$ cat config.mk
export PLATFORM = sky130hd
export DESIGN_NAME = mdio_mgmt_sequencer_flat
export DESIGN_NICKNAME = d
export VERILOG_FILES = /design/src/rtl/mdio_mgmt_if.sv /design/src/rtl/mdio_mgmt_sequencer.sv /design/src/flat_wrapper.sv
export SDC_FILE = /design/constraint.sdc
export NUM_CORES = 1
export LEC_CHECK = 0
export BUFFER_PORTS_ARGS = -buffer_cell sky130_fd_sc_hd__buf_2
export CAP_MARGIN = 20
export CORE_AREA = 2 2 84 86
export DETAILED_ROUTE_END_ITERATION = 8
export DIE_AREA = 0 0 86 88
export PLACE_DENSITY_LB_ADDON = 0.3
export SLEW_MARGIN = 20
export SYNTH_ARGS = -nofsm -noshare
export SYNTH_HDL_FRONTEND = slang
export SYNTH_SLANG_ARGS = --single-unit
$ cat constraint.sdc
create_clock -name clk -period 2.5 [get_ports clk]
set_input_delay 0.5 -clock clk [delete_from_list [all_inputs] [get_ports clk]]
set_output_delay 0.5 -clock clk [all_outputs]
set_load 0.1 [all_outputs]
$ cat src/rtl/mdio_mgmt_if.sv
// Host command port and MDIO frame-engine port of mdio_mgmt_sequencer.
// Optional macro MDIO_HOST_PHYAD_EN adds host_phy_ad for per-command PHY addressing.
interface mdio_mgmt_if;
    logic        host_req;
    logic        host_rw;
    logic [4:0]  host_reg_ad;
    logic [15:0] host_wdata;
    logic        host_ack;
    logic [15:0] host_rdata;
`ifdef MDIO_HOST_PHYAD_EN
    logic [4:0]  host_phy_ad;
`endif
    logic        eng_start;
    logic        eng_rw;
    logic [4:0]  eng_phy_ad;
    logic [4:0]  eng_reg_ad;
    logic [15:0] eng_wdata;
    logic        eng_done;
    logic [15:0] eng_rdata;

`ifdef MDIO_HOST_PHYAD_EN
    modport slave (
        input  host_req, host_rw, host_reg_ad, host_wdata, host_phy_ad, eng_done, eng_rdata,
        output host_ack, host_rdata, eng_start, eng_rw, eng_phy_ad, eng_reg_ad, eng_wdata
    );
    modport master (
        output host_req, host_rw, host_reg_ad, host_wdata, host_phy_ad, eng_done, eng_rdata,
        input  host_ack, host_rdata, eng_start, eng_rw, eng_phy_ad, eng_reg_ad, eng_wdata
    );
`else
    modport slave (
        input  host_req, host_rw, host_reg_ad, host_wdata, eng_done, eng_rdata,
        output host_ack, host_rdata, eng_start, eng_rw, eng_phy_ad, eng_reg_ad, eng_wdata
    );
    modport master (
        output host_req, host_rw, host_reg_ad, host_wdata, eng_done, eng_rdata,
        input  host_ack, host_rdata, eng_start, eng_rw, eng_phy_ad, eng_reg_ad, eng_wdata
    );
`endif
endinterface

$ cat src/rtl/mdio_mgmt_sequencer.sv
// MDIO management sequencer: PHY init table, init link polling, then host/poller arbitration.
// Optional macro MDIO_HOST_PHYAD_EN: host commands take their PHY address from host_phy_ad.
module mdio_mgmt_sequencer #(
    parameter logic [4:0] PHY_ADDR = 5'b10000,
    parameter int         POLL_GAP = 1024,
    parameter int         POLL_MAX = 16
) (
    input  logic       clk,
    input  logic       rst_n,
    mdio_mgmt_if.slave bus,
    output logic       init_done,
    output logic       init_err,
    output logic       link_up
);
    localparam int         TW       = $clog2(POLL_GAP + 1);
    localparam int         CW       = $clog2(POLL_MAX + 1);
    localparam logic [4:0] REG_BMSR = 5'd1;

    typedef enum logic [3:0] {
        RST_WAIT, INIT_WR, WAIT_ENG, INIT_POLL, WAIT_POLL, INIT_GAP,
        READY, HOST_ISSUE, HOST_WAIT, RUN_POLL, RUN_WAIT
    } state_t;

    state_t        state, state_nxt;
    logic          tbl_idx, tbl_idx_nxt;
    logic [TW-1:0] poll_tmr;
    logic [CW-1:0] poll_cnt;
    logic          tmr_expired, poll_fin, last_poll, host_go;
    logic          iss, iss_rw;
    logic [4:0]    iss_phy, iss_reg;
    logic [15:0]   iss_wdata;

    function automatic logic [4:0] tbl_reg(input logic idx);
        return idx ? 5'd4 : 5'd0;
    endfunction

    function automatic logic [15:0] tbl_data(input logic idx);
        return idx ? 16'h01E1 : 16'h1301;
    endfunction

    assign tmr_expired = (poll_tmr == '0);
    assign poll_fin    = bus.eng_done && (state == WAIT_POLL || state == RUN_WAIT);
    assign last_poll   = ((poll_cnt + 1'b1) == CW'(POLL_MAX));
    // A request still high in the ack cycle belongs to the command just completed.
    assign host_go     = bus.host_req && !bus.host_ack;

    always_comb begin
        state_nxt   = state;
        tbl_idx_nxt = tbl_idx;
        case (state)
            RST_WAIT:   state_nxt = INIT_WR;
            INIT_WR:    state_nxt = WAIT_ENG;
            WAIT_ENG: begin
                if (bus.eng_done) begin
                    if (tbl_idx) begin
                        state_nxt = INIT_POLL;
                    end else begin
                        tbl_idx_nxt = 1'b1;
                        state_nxt   = INIT_WR;
                    end
                end
            end
            INIT_POLL:  state_nxt = WAIT_POLL;
            WAIT_POLL: begin
                if (bus.eng_done)
                    state_nxt = (bus.eng_rdata[2] || last_poll) ? READY : INIT_GAP;
            end
            INIT_GAP:   if (tmr_expired) state_nxt = INIT_POLL;
            READY: begin
                if (host_go)          state_nxt = HOST_ISSUE;
                else if (tmr_expired) state_nxt = RUN_POLL;
            end
            HOST_ISSUE: state_nxt = HOST_WAIT;
            HOST_WAIT:  if (bus.eng_done) state_nxt = READY;
            RUN_POLL:   state_nxt = RUN_WAIT;
            RUN_WAIT:   if (bus.eng_done) state_nxt = READY;
            default:    state_nxt = RST_WAIT;
        endcase
    end

    // Frame fields are decoded from the state being entered so they register with eng_start.
    always_comb begin
        iss       = 1'b0;
        iss_rw    = 1'b0;
        iss_phy   = PHY_ADDR;
        iss_reg   = 5'd0;
        iss_wdata = 16'h0000;
        case (state_nxt)
            INIT_WR: begin
                iss       = 1'b1;
                iss_reg   = tbl_reg(tbl_idx_nxt);
                iss_wdata = tbl_data(tbl_idx_nxt);
            end
            INIT_POLL, RUN_POLL: begin
                iss     = 1'b1;
                iss_rw  = 1'b1;
                iss_reg = REG_BMSR;
            end
            HOST_ISSUE: begin
                iss       = 1'b1;
                iss_rw    = bus.host_rw;
                iss_reg   = bus.host_reg_ad;
                iss_wdata = bus.host_wdata;
`ifdef MDIO_HOST_PHYAD_EN
                iss_phy   = bus.host_phy_ad;
`else
                iss_phy   = PHY_ADDR;
`endif
            end
            default: iss = 1'b0;
        endcase
    end

    always_ff @(posedge clk) begin
        if (!rst_n) begin
            state          <= RST_WAIT;
            tbl_idx        <= 1'b0;
            poll_tmr       <= '0;
            poll_cnt       <= '0;
            init_done      <= 1'b0;
            init_err       <= 1'b0;
            link_up        <= 1'b0;
            bus.eng_start  <= 1'b0;
            bus.eng_rw     <= 1'b0;
            bus.eng_phy_ad <= 5'd0;
            bus.eng_reg_ad <= 5'd0;
            bus.eng_wdata  <= 16'h0000;
            bus.host_ack   <= 1'b0;
            bus.host_rdata <= 16'h0000;
        end else begin
            state         <= state_nxt;
            tbl_idx       <= tbl_idx_nxt;
            bus.eng_start <= iss;
            if (iss) begin
                bus.eng_rw     <= iss_rw;
                bus.eng_phy_ad <= iss_phy;
                bus.eng_reg_ad <= iss_reg;
                bus.eng_wdata  <= iss_wdata;
            end
            bus.host_ack <= (state == HOST_WAIT) && bus.eng_done;
            if ((state == HOST_WAIT) && bus.eng_done && bus.eng_rw)
                bus.host_rdata <= bus.eng_rdata;
            if (poll_fin) begin
                poll_tmr <= TW'(POLL_GAP);
                link_up  <= bus.eng_rdata[2];
            end else if (!tmr_expired) begin
                poll_tmr <= poll_tmr - 1'b1;
            end
            if ((state == WAIT_POLL) && bus.eng_done) begin
                poll_cnt <= poll_cnt + 1'b1;
                if (bus.eng_rdata[2] || last_poll)
                    init_done <= 1'b1;
                if (!bus.eng_rdata[2] && last_poll)
                    init_err <= 1'b1;
            end
        end
    end
endmodule

$ cat src/flat_wrapper.sv
// flat-port wrapper written by rule: the top's interface ports become plain ports
module mdio_mgmt_sequencer_flat 
#(
    parameter logic [4:0] PHY_ADDR = 5'b10000,
    parameter int         POLL_GAP = 1024,
    parameter int         POLL_MAX = 16
)
  (clk, rst_n, init_done, init_err, link_up, bus_host_req, bus_host_rw, bus_host_reg_ad, bus_host_wdata, bus_eng_done, bus_eng_rdata, bus_host_ack, bus_host_rdata, bus_eng_start, bus_eng_rw, bus_eng_phy_ad, bus_eng_reg_ad, bus_eng_wdata);
  mdio_mgmt_if bus_i ();
  input  logic clk;
  input  logic rst_n;
  output logic init_done;
  output logic init_err;
  output logic link_up;
  input wire logic [$bits(bus_i.host_req)-1:0] bus_host_req;
  input wire logic [$bits(bus_i.host_rw)-1:0] bus_host_rw;
  input wire logic [$bits(bus_i.host_reg_ad)-1:0] bus_host_reg_ad;
  input wire logic [$bits(bus_i.host_wdata)-1:0] bus_host_wdata;
  input wire logic [$bits(bus_i.eng_done)-1:0] bus_eng_done;
  input wire logic [$bits(bus_i.eng_rdata)-1:0] bus_eng_rdata;
  output wire logic [$bits(bus_i.host_ack)-1:0] bus_host_ack;
  output wire logic [$bits(bus_i.host_rdata)-1:0] bus_host_rdata;
  output wire logic [$bits(bus_i.eng_start)-1:0] bus_eng_start;
  output wire logic [$bits(bus_i.eng_rw)-1:0] bus_eng_rw;
  output wire logic [$bits(bus_i.eng_phy_ad)-1:0] bus_eng_phy_ad;
  output wire logic [$bits(bus_i.eng_reg_ad)-1:0] bus_eng_reg_ad;
  output wire logic [$bits(bus_i.eng_wdata)-1:0] bus_eng_wdata;
  assign bus_i.host_req = bus_host_req;
  assign bus_i.host_rw = bus_host_rw;
  assign bus_i.host_reg_ad = bus_host_reg_ad;
  assign bus_i.host_wdata = bus_host_wdata;
  assign bus_i.eng_done = bus_eng_done;
  assign bus_i.eng_rdata = bus_eng_rdata;
  assign bus_host_ack = bus_i.host_ack;
  assign bus_host_rdata = bus_i.host_rdata;
  assign bus_eng_start = bus_i.eng_start;
  assign bus_eng_rw = bus_i.eng_rw;
  assign bus_eng_phy_ad = bus_i.eng_phy_ad;
  assign bus_eng_reg_ad = bus_i.eng_reg_ad;
  assign bus_eng_wdata = bus_i.eng_wdata;
  mdio_mgmt_sequencer #(.PHY_ADDR(PHY_ADDR), .POLL_GAP(POLL_GAP), .POLL_MAX(POLL_MAX)) u_core (.clk(clk), .rst_n(rst_n), .bus(bus_i), .init_done(init_done), .init_err(init_err), .link_up(link_up));
endmodule
After elaboration in Yosys (flattened, before gate mapping) --
Index checks and enable logic that the tools add are counted.
Cells by class: add/subtract/negate cells 2, multipliers 0, divide/modulo/power cells 0, $lt $le $gt $ge 0, equal/unequal tests 16, shift operators 0, mux-type cells 19, bitwise logic cells 1, reductions and logical operators 18
Operator list (count):
- $pmux W4 S10 | 1
- $pmux W16 S2 | 1
- $mux W4 | 6
- $mux W11 | 2
- $eq A4 B3 Y1 const B | 5
- $eq A4 B4 Y1 const B | 4
- $pmux W5 S3 | 1
- $mux W13 | 1
- $eq A4 B2 Y1 const B | 3
- $logic_not A11 Y1 | 1
- $sub A11 B1 Y11 const B | 1
- $eq A4 B1 Y1 const B | 2
- $logic_and A1 B1 Y1 | 6
- $reduce_or A2 Y1 | 3
- $add A5 B1 Y5 const B | 1
- $eq A5 B5 Y1 const B | 1
- $logic_not A4 Y1 | 1
- $mux W2 | 2
- $reduce_and A2 Y1 | 2
- $reduce_or A4 Y1 | 1
- $mux W1 | 3
- $mux W3 | 1
- $logic_not A1 Y1 | 2
- $logic_or A1 B1 Y1 | 2
- other kinds (3) | 3
Storage, ports and cells: register bits 65, latch bits 0, RAM bits 0, bits in read-only memories 0, bits of input ports 42, output and inout port bits 48, word-level logic and storage cells 71, memories 0

Depth between registers and ports, before layout --
Gate-level depths: netlist of the first run.
word-level depth 9, gate-level depth with buffers 11, gate-level depth less buffers 8

Worst setup path after synthesis of the first run --
OpenSTA, ideal clock, no wires.
path type register to register, start reg u_core.poll_tmr[0], end reg u_core.bus.eng_wdata[7], library setup time 0.080 ns, arrival 2.434 ns, required time 2.420 ns, path slack -0.014 ns, cell stages (with the launch flop) 10, buffers on the path 1, clock period less this slack 2.514 ns, path through dfxtp_1 > inv_1 > ha_1 > or4b_4 > buf_6 > o41ai_4 > o221ai_2 > a211o_1 > o211a_4 > a211oi_2
Between the ends: word-level cells in the longest chain between the ends 7, elaborated cells on any way between the ends 12, classes of those cells eq/ne: 4; mux: 6; reduce/logical: 2
Ends and longest elaborated chain:
- from (decl) | RTL line mdio_mgmt_sequencer.sv:26 | logic [TW-1:0] poll_tmr;
- from (signal assigned) | RTL line mdio_mgmt_sequencer.sv:144 | poll_tmr <= TW'(POLL_GAP);
- from (signal assigned) | RTL line mdio_mgmt_sequencer.sv:147 | poll_tmr <= poll_tmr - 1'b1;
- $logic_not A11 Y1 (*) | RTL line mdio_mgmt_sequencer.sv:41 | assign tmr_expired = (poll_tmr == '0);
- $mux W4 | RTL line mdio_mgmt_sequencer.sv:71 | else if (tmr_expired) state_nxt = RUN_POLL;
- $mux W4 | RTL line mdio_mgmt_sequencer.sv:70 | if (host_go) state_nxt = HOST_ISSUE;
- $pmux W4 S10 (*) | RTL line mdio_mgmt_sequencer.sv:50 | case (state)
- $eq A4 B1 Y1 (tied with other cells) | RTL line mdio_mgmt_sequencer.sv:88 | case (state_nxt)
- $reduce_or A4 Y1 (no line)
- $mux W1 | RTL line mdio_mgmt_sequencer.sv:88
- to (signal assigned) | RTL line mdio_mgmt_sequencer.sv:138 | bus.eng_wdata <= iss_wdata;
- to (decl) | RTL line mdio_mgmt_if.sv:33 | output host_ack, host_rdata, eng_start, eng_rw, eng_phy_ad, eng_reg_ad, eng_wdata
Mark *: on every way between the ends. The rest lies on a longest branch, timed or not. A chain may end at the register's enable or synchronous reset.

Final worst setup path of the first run --
start reg u_core.poll_tmr[0], end reg u_core.bus.eng_wdata[5]
The elaborated chain is that of the path after synthesis.

==> results of run 1 <==
## report_power, final
part | internal [W] | switching [W]
clock | 0.000588 | 0.000402
sequential | 0.00124 | 0.000144
combinational | 0.00109 | 0.00203
## path summary, 6_finish.rpt
path                                         start                                     to  slack, ns
max                u_core.poll_tmr[0]$_SDFFE_PP0N_   u_core.bus.eng_wdata[5]$_SDFFE_PN0P_       0.06
min                               bus_eng_rdata[3]  u_core.bus.host_rdata[3]$_SDFFE_PN0P_       0.40
max reg2reg        u_core.poll_tmr[0]$_SDFFE_PP0N_   u_core.bus.eng_wdata[5]$_SDFFE_PN0P_       0.06
min reg2reg  u_core.bus.host_rdata[3]$_SDFFE_PN0P_  u_core.bus.host_rdata[3]$_SDFFE_PN0P_       0.45
## metal layers
metal | vias up | share of wire, %
li1 | 1425 | -
met1 | 1322 | 44
met2 | 72 | 50
met3 | 9 | 4.9
met4 | 0 | 1.5
met5 | - | 0
## per-stage QoR
| step | utilization, % | area [um^2] | hold WS, ns | std cells | total power, W |
|---|---|---|---|---|---|
| detailed placement | 54.5 | 3620 | 0.446 | 510 | 0.00438 |
| CTS | 57.8 | 3840 | 0.381 | 526 | 0.00538 |
| global route | 58.7 | 3900 | 0.381 | 526 | 0.00582 |
| global placement | 54.5 | 3620 | 0.439 | 510 | 0.00434 |
| finish | 58.7 | 3900 | 0.395 | 526 | 0.00550 |
| floorplan | - | 2990 | 0.452 | 346 | 0.00363 |
## final cells by class
type	count	area (um^2)	area share, %
clock inverter	5	78.8	2.02
tap	80	100	2.57
multi-input combinational	248	1590	40.8
sequential	65	1300	33.4
timing repair buffer	112	666	17.1
clock buffer	11	141	3.63
inverter	5	18.8	0.481
## layout by cell type (no fill, tap or decap), types with 3 or more instances in the layout
master    count
a211oi_1      6
a211oi_2      5
a21oi_1      42
a31oi_1       3
buf_12        3
buf_2        85
buf_4        24
clkbuf_8     10
conb_1        4
dfxtp_1      63
inv_1         3
nand2_1      42
nand3_1       5
nor2_1       22
nor2b_1       6
nor3_1        5
nor4_1        4
o211ai_1     23
o21a_1        3
o21ai_0      14
o21ai_1       4
xnor2_1       7
xor2_1        6
## worst min-delay path, delay by kind of cell
kind / cells / cell delay [ns]
buffers and inverters: 1 / 0.09
and+or+nand+nor: 1 / 0.04
AOI/OAI and AO/OA: 1 / 0.05
## what timing repair did
item,CTS,global route
endpoints found under the setup margin,0,22
gates resized for setup,0,16
hold buffers,0,0
endpoints found under the hold margin,0,0
## kinds of logic (layout without fill, tap and decap cells)
family | after synthesis | count (layout) | synth area share (%)
buffers and inverters | 33 | 133 | 5.17
xor gates and xnor gates | 13 | 13 | 3.83
DFF | 65 | 65 | 43.7
and+or+nand+nor | 110 | 110 | 18.6
muxes | 2 | 2 | 0.673
adders and majority gates | 2 | 2 | 0.841
other | 1 | 4 | 0.126
AOI/OAI and AO/OA | 117 | 117 | 27.0
## sequential cells by signal, summed over array words and instances (netlist names)
name and cells:
u_core.init_done 1, u_core.poll_cnt 5, u_core.bus.eng_wdata 16, u_core.poll_tmr 11, u_core.bus.eng_phy_ad 1, u_core.bus.eng_rw 1, u_core.bus.host_ack 1, u_core.tbl_idx 1
u_core.state 4, u_core.link_up 1, u_core.bus.eng_start 1, u_core.bus.eng_reg_ad 5, u_core.bus.host_rdata 16, u_core.init_err 1
==> summary.md, run 1 <==
| Metric | Value |
|---|---|
| Status | completed |
| Ports | 90 |
| Min-Delay Path Class | in -> reg |
| Peak supply drop | between 0.0009 and 0.001 V |
| Mean Syn Cell Area | 8.67 um^2 |
| DR DRC count | 0 |
| Count of pins over their slew limit | 0 |
| Final setup fails | 0 |
| Top-count cell post-synth | dfxtp_1 |
| Fin Clk Skew | 0.0106 ns |
| Setup TNS | 0 ns |
| Cell taking the most area after synthesis | dfxtp_1 |
| Grt met3 use | 5.66% |
| Critical path depth | 8 |
| Initial antenna violation count | 0 |
| Grt ovf | 0 |
| WP data arrival | around 2.7 ns |
| Share of flip-flops with an asynchronous set or reset | 0% |
| Max Root-Sink Buffers | 2 |
| Clk slew on worst S/H paths | 0.07 ns |
| MaxCap Viol Count | 0 |
| GRT Resource Usage Total | 20.2% |
| Final setup margin | 0.0562 ns |
| Setup Buffers After CTS | 0 |
| Ys Warns | 0 |
| M1 GR Usage | 25.3% |
| Synth top cells by count | dfxtp_1, a21oi_1, nand2_1, o211ai_1, nor2_1 |
| Post-synth top flop | dfxtp_1 |
| CP bufs+invs | 1 |
| Number of global-route vias before repair | 2,619 |
| Pwr dens | about 1400 nW/um^2 |
| Seq/Total Area, Yosys | 43.7% |
| Cell variety after synth | 54 |
| Area grow syn2layout | 31.1% |
| Placement Setup Slack | 0.0123 ns |
| Via count | around 2.8k |
| Post-Synthesis Cell Area | between 2000 and 3000 um^2 |
| Share of layout cells above drive strength 1 | 34.5% |
| CTS tree | built |
| Fillers | approximately 600 |
| Post-synth EDFFs | 0 |
| Clock latency on the worst-skew pair | 0.34 ns |
| Final period util | 97.8% |
| First-pass GRT wire length | 12,200 um |
| Yosys top cell area share | 43.7% |
| I/O Buffers | 85 |
| Number of cells produced by synthesis | 343 |
| GR peak layer | met2 |
| DRT Wirelength | roughly 7700 um |
| Relative slew slack | 52.0% |
| Die Ht | 88 um |
| Row cnt | 30 |
| Wirelength per Cell | 14.7 um |
| CP top delay family | compound AO/OA/AOI/OAI gates |
| Initial Util | about 45% |
| Root buffer cell | clkbuf_8 |
| Worst-margin pin slew | 0.716 ns |
| Placeable Area | 6640 um^2 |
| Startpoint Class | flip-flop |
| Critical path endpoint category | flip-flop |
| Routability cong. | 0.871 |
| Cells on Worst Hold Path | 3 |
| CTS Buf Count | 9 |
| N_diodes | 0 |
| Largest net degree at the start of global routing | 31 |
| Initial DRC count | between 100 and 150 |
| Critical Path RT | ~2.8 ns |
| CP max stage cell | or4b_4 |
| Leak Pwr | 1.64 nW |
| Nets | about 490 |
| Synth area leaders | dfxtp_1, a21oi_1, o211ai_1 |
| Setup CP Type | reg -> reg |
| CTS sink count | 65 |
| Final Hold Viols | 0 |
| Post-route ant nets | 0 |
| Drt pass-1 iters | 4 |
| Critical path cell sequence | inv_2 -> ha_4 -> or4b_4 -> o41ai_4 -> o221ai_2 -> a211o_1 -> o211a_4 -> a211oi_2 |
| Flops & latches, synth | 65 |
| Post-DP HPWL | 5450 um |
| H-tree levels | 3 |
| RSZ-0062 raised after global routing | yes |
| Met2 Track Usage GR | 33.0% |
| Die X | ~86 um |
| F_max | 0.409 GHz |
| Worst R2R Path Depth | 8 |
| CP max FO | 4 |
| Fin crit period | 2.44 ns |
| Critical Path Max Stage Delay | approximately 0.50 ns |
| DIE AREA | 7570 um^2 |
| Vias per std cell | about 5.4 |
(Power assumes the default switching activity.)
==> run 2: changes to the inputs <==
--- a/config.mk
+++ b/config.mk
@@ -7,9 +7,9 @@
 export LEC_CHECK = 0
 export BUFFER_PORTS_ARGS = -buffer_cell sky130_fd_sc_hd__buf_2
 export CAP_MARGIN = 20
-export CORE_AREA = 2 2 84 86
+export CORE_AREA = 2 2 80 82
 export DETAILED_ROUTE_END_ITERATION = 8
-export DIE_AREA = 0 0 86 88
+export DIE_AREA = 0 0 82 84
 export PLACE_DENSITY_LB_ADDON = 0.3
 export SLEW_MARGIN = 20
 export SYNTH_ARGS = -nofsm -noshare
==> constraint.sdc (replaced) <==
create_clock -name clk -period 2.6 [get_ports clk]
set_input_delay 0.52 -clock clk [delete_from_list [all_inputs] [get_ports clk]]
set_output_delay 0.52 -clock clk [all_outputs]
set_load 0.1 [all_outputs]
==> run 2 against run 1 <==
Global-route usage increased by 1.7 points. Non-clock buffer count down 10. Critical path depth is the same. Die area is 9.0% lower. Utilization is 3.9 points higher. Cell area is 2.2% lower. Sequential share of layout area is 0.76 points higher. Maximum frequency shrank 3.5%. Via count fell by 1.5%. Critical path type unchanged. Highest routed layer unchanged.
==> summary.md, run 2 (synthesis results as in run 1) <==
| Metric | Value |
|---|---|
| Die X | 82 um (was 86 um) |
| Reg2reg start | u_core.poll_tmr[1]$_SDFFE_PP0N_ (was u_core.poll_tmr[0]$_SDFFE_PP0N_) |
| Grt met3 use | 6.82% (was 5.66%) |
| Initial Util | 48.8% (was 44.8%) |
| Routability cong. | 0.843 (was 0.871) |
| Peak supply drop | 0.00118 V (was 0.000957 V) |
| Critical Path Max Stage Delay | 0.55 ns (was 0.50 ns) |
| Crit path capture | u_core.bus.eng_wdata[7]$_SDFFE_PN0P_ (was u_core.bus.eng_wdata[5]$_SDFFE_PN0P_) |
| Final setup fails | 0 (unchanged) |
| Root buffer cell | clkbuf_8 (unchanged) |
| Commonest cells after routing, fill and taps aside | buf_2, dfxtp_1, nand2_1, a21oi_1, o211ai_1 (was buf_2, dfxtp_1, nand2_1, a21oi_1, buf_4) |
| N_diodes | 0 (unchanged) |
| MaxCap Viol Count | 0 (unchanged) |
| Critical path cell sequence | inv_1 -> ha_4 -> or4b_4 -> o41ai_4 -> o221ai_2 -> a211o_1 -> o211a_4 -> a211oi_2 (was inv_2 -> ha_4 -> or4b_4 -> o41ai_4 -> o221ai_2 -> a211o_1 -> o211a_4 -> a211oi_2) |
| Hold WS | 0.412 ns (was 0.395 ns) |
| Via count | 2,785 (was 2,828) |
| Fin Clk Skew | 0.00722 ns (was 0.0106 ns) |
| DRT Wirelength | 7380 um (was 7710 um) |
| Post-route ant nets | 0 (unchanged) |
| Ports | 90 (unchanged) |
| Fin crit period | 2.53 ns (was 2.44 ns) |
| CTS Buf Count | 9 (unchanged) |
| Critical path endpoint category | flip-flop (unchanged) |
| First-pass GRT wire length | 11,900 um (was 12,200 um) |
| M1 GR Usage | 28.1% (was 25.3%) |
| Clock latency on the worst-skew pair | 0.34 ns (about the same) |
| Row cnt | 29 (was 30) |
| CTS tree | built (unchanged) |
| Clk slew on worst S/H paths | 0.07 ns (about the same) |
| Critical path depth | 8 (unchanged) |
| Setup CP Type | reg -> reg (unchanged) |
| Number of global-route vias before repair | 2,584 (was 2,619) |
| Largest net degree at the start of global routing | 42 (was 31) |
| Count of pins over their slew limit | 0 (unchanged) |
| Reg2Reg Capture Point | u_core.bus.eng_wdata[7]$_SDFFE_PN0P_ (was u_core.bus.eng_wdata[5]$_SDFFE_PN0P_) |
| Critical Path RT | 2.86 ns (was 2.76 ns) |
| Vias per std cell | 5.43 (was 5.38) |
| Leak Pwr | 1.58 nW (was 1.64 nW) |
| DIE AREA | 6890 um^2 (was 7570 um^2) |
| Initial antenna violation count | 0 (unchanged) |
| CP max stage cell | or4b_4 (unchanged) |
| Nets | 475 (was 485) |
| H-tree levels | 3 (unchanged) |
| CP top delay family | compound AO/OA/AOI/OAI gates (unchanged) |
| Relative slew slack | 57.9% (was 52.0%) |
| Die Ht | 84 um (was 88 um) |
| Final setup margin | 0.0678 ns (was 0.0562 ns) |
| Worst reg2reg setup slack | 0.07 ns (was 0.06 ns) |
| Post-DP HPWL | 5200 um (was 5450 um) |
| Met2 Track Usage GR | 34.7% (was 33.0%) |
| CP max FO | 7 (was 4) |
| CP startpoint | u_core.poll_tmr[1]$_SDFFE_PP0N_ (was u_core.poll_tmr[0]$_SDFFE_PP0N_) |
| Status | completed (unchanged) |
| WP data arrival | 2.79 ns (was 2.71 ns) |
| Placement Setup Slack | 0.0167 ns (was 0.0123 ns) |
| Max Root-Sink Buffers | 2 (unchanged) |
| Drt pass-1 iters | 4 (unchanged) |
| F_max | 0.395 GHz (was 0.409 GHz) |
| GR peak layer | met2 (unchanged) |
| DR DRC count | 0 (unchanged) |
| Most common cell after layout, fill and taps aside | buf_2 (unchanged) |
| CTS sink count | 65 (unchanged) |
| Placeable Area | 6100 um^2 (was 6640 um^2) |
| Pwr dens | 1340 nW/um^2 (was 1410 nW/um^2) |
| Final Hold Viols | 0 (unchanged) |
| Share of layout cells above drive strength 1 | 32.8% (was 34.5%) |
| Initial DRC count | 109 (was 130) |
| Biggest regs | u_core.bus.eng_wdata (16), u_core.bus.host_rdata (16), u_core.poll_tmr (11) (unchanged) |
| Startpoint Class | flip-flop (unchanged) |
| Worst R2R Path Depth | 8 (unchanged) |
| Wirelength per Cell | 14.4 um (was 14.7 um) |
| CP bufs+invs | 1 (unchanged) |
| Final period util | 97.4% (was 97.8%) |
| Grt ovf | 0 (unchanged) |
| Area grow syn2layout | 28.2% (was 31.1%) |
| I/O Buffers | 85 (unchanged) |
| GRT Resource Usage Total | 21.9% (was 20.2%) |
| Fillers | 547 (was 601) |
| Worst-margin pin slew | 0.627 ns (was 0.716 ns) |
| Min-Delay Path Class | in -> reg (unchanged) |
## run 2: repair_timing
item | CTS | global route
cloned | 0 | 0
setup endpoints to repair | 1 | 18
resized for setup | 2 | 11
buffers inserted | 0 | 1
hold buffers | 0 | 0
pin swaps | 0 | 3
## run 2: area by class of cell
cell class	instances	area, um^2	share of cell area (%)
sequential	65	1300	34.2
tap	77	96.3	2.53
multi-input combinational	248	1600	41.8
clock buffer	11	141	3.71
inverter	5	18.8	0.492
timing repair buffer	102	603	15.8
clock inverter	5	55.1	1.44
## run 2: metrics by stage
stage                     cells  util [%]  power (W)  setup TNS, ns  area, um^2
after floorplan             346         -    0.00349              0        2990
after global placement      496      58.2    0.00405              0        3550
after detailed placement    496      58.2    0.00410              0        3550
after CTS                   512      61.6    0.00499              0        3750
after global routing        513      62.6    0.00538        -0.0428        3810
final                       513      62.6    0.00509              0        3810
## run 2: worst reg2reg max path, cell delays in order (launching register included)
cell	delay [ns]
dfxtp_2	0.34
inv_1	0.09
ha_4	0.13
or4b_4	0.55
o41ai_4	0.40
o221ai_2	0.17
a211o_1	0.33
o211a_4	0.27
a211oi_2	0.20
## run 2: power by group
part	internal (W)	total [W]	leakage [nW]	switching (W)
Combinational	0.000966	0.00291	0.954	0.00194
Clock	0.000466	0.000851	0.0953	0.000386
Sequential	0.00119	0.00133	0.530	0.000140
Total	0.00263	0.00509	1.58	0.00247
## run 2: worst min-delay path by stage
| stage | start | end | slack [ns] | cells past startpoint |
|---|---|---|---|---|
| after floorplan | u_core.poll_tmr[10]$_SDFFE_PN0P_ | u_core.poll_tmr[10]$_SDFFE_PN0P_ | 0.45 | 2 |
| after global placement | u_core.bus.host_rdata[10]$_SDFFE_PN0P_ | u_core.bus.host_rdata[10]$_SDFFE_PN0P_ | 0.44 | 2 |
| after detailed placement | u_core.bus.host_rdata[3]$_SDFFE_PN0P_ | u_core.bus.host_rdata[3]$_SDFFE_PN0P_ | 0.44 | 2 |
| after CTS | bus_eng_rdata[11] | u_core.bus.host_rdata[11]$_SDFFE_PN0P_ | 0.40 | 3 |
| after global routing | bus_eng_rdata[3] | u_core.bus.host_rdata[3]$_SDFFE_PN0P_ | 0.40 | 3 |
| final | bus_eng_rdata[12] | u_core.bus.host_rdata[12]$_SDFFE_PN0P_ | 0.41 | 3 |
## run 2: routing by layer
layer	wire [um]	up-vias
met5	0	-
met4	72	0
met3	339	7
met2	3670	66
met1	3290	1301
li1	-	1411
